### src/rtl/demut1_16_seq.sv
// ---------------------------------------------------------------------------
// demut1_16_seq
//
// Sequential 1-to-WIDTH demultiplexer / deserializer. Each accepted serial
// bit is steered into word position `count` (LSB first), and the select
// auto-increments. After WIDTH accepted bits, the assembled word is offered
// on a valid/ready output port. This block reconstructs the word sent by an
// upstream mux-based serializer that walks its select 0..WIDTH-1.
//
// Ports:
//   clk        in   1      rising-edge clock
//   rst        in   1      synchronous, active-high reset
//   din        in   1      serial data bit
//   din_valid  in   1      din is accepted on this clock edge
//   sync       in   1      frame restart, realigns the select to position 0
//   out        out  WIDTH  assembled word, stable while out_valid=1
//   out_valid  out  1      out holds an unconsumed word
//   out_ready  in   1      consumer takes out when out_valid=1
//   overrun    out  1      sticky: a completed word was dropped
//   count      out  CNT_W  next bit position to be written
// ---------------------------------------------------------------------------
module demut1_16_seq #(
    parameter int WIDTH = 16,
    parameter int CNT_W = 4
) (
    input  logic             clk,
    input  logic             rst,
    input  logic             din,
    input  logic             din_valid,
    input  logic             sync,
    output logic [WIDTH-1:0] out,
    output logic             out_valid,
    input  logic             out_ready,
    output logic             overrun,
    output logic [CNT_W-1:0] count
);

    localparam logic [CNT_W-1:0] CNT_LAST = CNT_W'(WIDTH - 1);
    localparam logic [CNT_W-1:0] CNT_ZERO = {CNT_W{1'b0}};
    localparam logic [CNT_W-1:0] CNT_ONE  = {{(CNT_W-1){1'b0}}, 1'b1};
    localparam logic [WIDTH-1:0] WORD_ZERO = {WIDTH{1'b0}};

    // State registers
    logic [WIDTH-1:0] r_asm;
    logic [CNT_W-1:0] r_count;
    logic [WIDTH-1:0] r_out;
    logic             r_out_valid;
    logic             r_overrun;

    // Next-state values
    logic [WIDTH-1:0] w_asm_nxt;
    logic [CNT_W-1:0] w_count_nxt;
    logic [WIDTH-1:0] w_out_nxt;
    logic             w_out_valid_nxt;
    logic             w_overrun_nxt;
    logic [WIDTH-1:0] w_word;

    // Next-state computation for assembly, select and output port
    always_comb begin
        w_asm_nxt       = r_asm;
        w_count_nxt     = r_count;
        w_out_nxt       = r_out;
        w_out_valid_nxt = r_out_valid;
        w_overrun_nxt   = r_overrun;

        // Completed word: the final bit comes straight from din so the word
        // is available on the same edge that samples it.
        w_word            = r_asm;
        w_word[WIDTH-1]   = din;

        // Consume; a completion below may re-assert out_valid this cycle.
        if (r_out_valid && out_ready) begin
            w_out_valid_nxt = 1'b0;
        end else begin
            w_out_valid_nxt = r_out_valid;
        end

        if (sync) begin
            // Realign: the partial frame is dropped without flagging overrun,
            // and no completion is possible in a sync cycle.
            w_asm_nxt = WORD_ZERO;
            if (din_valid) begin
                w_asm_nxt[0] = din;
                w_count_nxt  = CNT_ONE;
            end else begin
                w_count_nxt  = CNT_ZERO;
            end
        end else if (din_valid) begin
            if (r_count == CNT_LAST) begin
                w_asm_nxt   = WORD_ZERO;
                w_count_nxt = CNT_ZERO;
                // Load only if the output slot is free or being freed now.
                if (!r_out_valid || out_ready) begin
                    w_out_nxt       = w_word;
                    w_out_valid_nxt = 1'b1;
                end else begin
                    w_overrun_nxt   = 1'b1;
                end
            end else begin
                w_asm_nxt[r_count] = din;
                w_count_nxt        = r_count + CNT_ONE;
            end
        end else begin
            w_asm_nxt   = r_asm;
            w_count_nxt = r_count;
        end
    end

    // State update with synchronous reset overriding all inputs
    always_ff @(posedge clk) begin
        if (rst) begin
            r_asm       <= WORD_ZERO;
            r_count     <= CNT_ZERO;
            r_out       <= WORD_ZERO;
            r_out_valid <= 1'b0;
            r_overrun   <= 1'b0;
        end else begin
            r_asm       <= w_asm_nxt;
            r_count     <= w_count_nxt;
            r_out       <= w_out_nxt;
            r_out_valid <= w_out_valid_nxt;
            r_overrun   <= w_overrun_nxt;
        end
    end

    assign out       = r_out;
    assign out_valid = r_out_valid;
    assign overrun   = r_overrun;
    assign count     = r_count;

endmodule
### config.mk
export PLATFORM = sky130hd
export DESIGN_NAME = demut1_16_seq
export DESIGN_NICKNAME = d
export VERILOG_FILES = /design/src/rtl/demut1_16_seq.sv
export SDC_FILE = /design/constraint.sdc
export NUM_CORES = 1
export LEC_CHECK = 0
export CAP_MARGIN = 20
export CORE_UTILIZATION = 51
export CTS_BUF_LIST = sky130_fd_sc_hd__clkbuf_2
export CTS_CLUSTER_DIAMETER = 200
export CTS_CLUSTER_SIZE = 8
export DETAILED_ROUTE_END_ITERATION = 7
export PLACE_DENSITY_LB_ADDON = 0.12
export SYNTH_ARGS = -nofsm -noshare
export SYNTH_HDL_FRONTEND = slang
export SYNTH_SLANG_ARGS = --single-unit
### constraint.sdc
create_clock -name clk -period 2.2 [get_ports clk]
set_input_delay 0.33 -clock clk [delete_from_list [all_inputs] [get_ports clk]]
set_output_delay 0.33 -clock clk [all_outputs]
set_load 0.02 [all_outputs]
==> results_dict.tcl <==
set metrics [dict create \
    status "complete, but fails checks" \
    violations "DRC" \
    ant_nets 0 \
    dp.cells 243 \
    avgSynthCellArea_sq_um 8.41 \
    drtPass1Iterations 6 \
    finalWirelength_microns 3370 \
    numCtsBuffers 5 \
    num_vias 1377 \
    setup_viol 0 \
    critPathTopFamily "buffers and inverters" \
    ys_seq_elements 37 \
    grt-ovfl-total 0 \
    drtIter0Drc 72 \
    power_leakage_uw 0.000700 \
    cts-resized-gates 0 \
    cts_tree "yes" \
    path_cells "clkdlybuf4s50_1" \
    clockPowerShare_pct 29.0 \
    synth_top_area_cell "dfxtp_1" \
    n_antenna_cell 0 \
    power_frac_comb_pct 6.7 \
    cp.arrival_ns 1.66 \
    cp.required_ns 1.87 \
    dieArea_sq_um 3330 \
    cp-start-kind "register" \
    seq_power_share_pct 64.3 \
    postCtsSetupBuffers 0 \
    crit_path_max_fanout 12 \
    cell_internal_pwr_uw 783 \
    die_h_microns 57.7 \
    hold_class "register to register" \
    switchingPower_uw 272 \
    slowest_delay_ns 0.69 \
    clk_latency_ns 0.39 \
    place_hpwl_microns 2440 \
    synthDistinctLibCells 33 \
    fin_cells 251 \
    drv_cap 0 \
    synthArstFlopShare_pct 0 \
    grt_pass1_wl_microns 5560 \
    dieWidth_microns 57.7 \
    clk_pin_slew_worst_paths_ns 0.19 \
    place_congestion 0.814 \
    ys.flop_type "dfxtp_1" \
    netlist_instances 188 \
    finalCritPeriodShare_pct 90.4 \
    ctsLongestPathBuffers 2 \
    crit_type "register to output pin" \
    fin_skew_ns 0.0164 \
    synth_top_area_share_pct 46.8 \
    finalHoldWorstSlack_ns 0.455 \
    clkSinkCount 37 \
    grt_use_total_pct 22.1 \
    slew_headroom_pct 66.7 \
    ys_warn_count 0 \
    cts_max_level 2 \
    worst_pin_slew_ns 0.499 \
    setup_ws_ns 0.212 \
    grt_antenna_before_repair 0 \
    remaining_drc_errors 2 \
    area_growth_pct 22.6 \
    fin_crit_ns 1.99 \
    mappedNetlistArea_sq_um 1580 \
    grt_pass1_vias 1208 \
    grt_max_degree 17 \
    ctsHoldBuffers 0 \
    initial_core_util_pct 55.4 \
    grt_setup_unrepaired "false" \
    synth_fp_nets 198 \
    end_kind "output pin" \
    cpMaxStageDelayCell "clkdlybuf4s50_1" \
    vias_per_cell 5.49 \
    ys_top_cells_by_area "dfxtp_1 (47%), nand2_1 (9.5%), a21oi_1 (6.0%)" \
    yosysSeqAreaShare_pct 46.8 \
    reg2reg_slack_ns 0.36 \
    post-place-ws_ns 0.181 \
    port_buffers 27 \
    synth-edff-count 0 \
    post_drt_wl_per_cell_microns 13.4 \
    maxSlewViolCount 0 \
    nets 229 \
    max_freq_ghz 0.503 \
    tns_ns 0 \
    core-area_sq_um 2850 \
    path_buf_inv 1 \
    p_sw_share_pct 25.8 \
    peakVddDrop_mv 0.400 \
    ios 28 \
    hold_violations 0 \
    rows 19 \
    power.density_nw_per_um2 544 \
    cts-root-buf "clkbuf_2" \
    drive_above_1_share_pct 9.09 \
]
[layout make-up]
| type | count | area, sq um |
|---|---|---|
| multi-input combinational | 137 | 774 |
| sequential | 37 | 741 |
| tap | 31 | 38.8 |
| inverter | 2 | 7.51 |
| timing repair buffer | 36 | 338 |
| clock inverter | 2 | 10.0 |
| clock buffer | 6 | 30.0 |
| fill | 256 | 913 |
[per-stage QoR]
stage	power (uW)	cell area [sq um]	util [%]
3_5_place_dp	762	1900	66.6
5_1_grt	1100	1940	68.0
3_3_place_gp	761	1900	66.6
2_1_floorplan	732	1580	-
4_1_cts	1060	1940	68.0
6_report	1050	1940	68.0
[power by group through the flow]
stage / sequential, uW / clock, uW / combinational [uW]
after global placement: 692 / 0 / 69.4
after floorplan: 693 / 0 / 39.2
after detailed placement: 692 / 0 / 70.1
after global routing: 680 / 339 / 76.4
after CTS: 679 / 315 / 70.2
final: 679 / 306 / 70.4
[kinds of logic after synthesis]
kind of cell	synth area share, %
and+or+nand+nor	25.6
AOI/OAI and AO/OA	15.3
DFF	46.8
buffers and inverters	4.19
muxes	3.80
adders and majority gates	3.16
xor gates and xnor gates	1.11
[worst register-to-register path, delay by kind of cell, from the launching register on]
| family | cells | cell delay, ns |
|---|---|---|
| and+or+nand+nor | 3 | 0.97 |
| DFF | 1 | 0.46 |
| adders and majority gates | 1 | 0.25 |
| AOI/OAI and AO/OA | 1 | 0.08 |
[layer usage]
layer / up-vias / wire, microns / track usage (%) / part of all wire [%]
met1: 631 / 1620 / 30.4 / 48
met2: 33 / 1560 / 34.1 / 46
met3: 4 / 171 / 6.03 / 5.1
li1: 709 / - / - / -
met5: - / 0 / 0 / 0
met4: 0 / 19 / 6.80 / 0.56
[worst paths after layout]
path	from	to	cells after the start
min reg2reg	r_asm[7]	out[7]	2
max	count[3]	count[3]	1
min	r_asm[7]	out[7]	2
max reg2reg	count[1]	out[2]	5
[synthesized netlist by cell type (all sizes together), types with 2 or more instances]
library cell / instances
mux2i: 6
a22oi: 3
a22o: 2
nor2: 12
o21ai: 11
and2: 3
nand2: 40
nand4: 2
dfxtp: 37
inv: 2
or3: 2
nand3: 8
clkbuf: 6
buf: 6
a31oi: 3
nor3b: 3
o31ai: 2
ha: 4
nor2b: 7
a21oi: 19
[state kept, by name (all words and copies together) (netlist names)]
name	flops
overrun	1
out_valid	1
r_asm	15
count	4
out	16
[layout by cell type, fill, tap and decap left out]
| master | netlist | layout |
|---|---|---|
| a22o_1 | 2 | 2 |
| o31ai_1 | 2 | 2 |
| nor3_4 | 1 | 1 |
| a32oi_1 | 1 | 1 |
| a21oi_1 | 19 | 19 |
| nor2b_1 | 7 | 7 |
| nor2_1 | 12 | 12 |
| and2_0 | 1 | 1 |
| xor2_1 | 1 | 1 |
| nand2_1 | 40 | 40 |
| or2_2 | 1 | 1 |
| and2_1 | 2 | 2 |
| clkdlybuf4s50_1 | 0 | 27 |
| dfxtp_1 | 37 | 37 |
| nand4_2 | 1 | 1 |
| nand3_1 | 8 | 8 |
| and3b_1 | 1 | 1 |
| clkinv_2 | 0 | 2 |
| o21ai_0 | 11 | 11 |
| or3_1 | 2 | 2 |
| nor3b_1 | 3 | 3 |
| buf_4 | 0 | 9 |
| nand3b_1 | 1 | 1 |
| a31oi_1 | 3 | 3 |
| inv_1 | 2 | 2 |
| clkbuf_2 | 0 | 6 |
| mux2i_1 | 6 | 6 |
| ha_1 | 4 | 4 |
| and3_1 | 1 | 1 |
| o2111ai_1 | 1 | 1 |
| xnor2_1 | 1 | 1 |
| nand4_1 | 1 | 1 |
| a22oi_1 | 3 | 3 |
| nand4b_1 | 1 | 1 |
No activity file was read; power rests on OpenSTA's default activity.
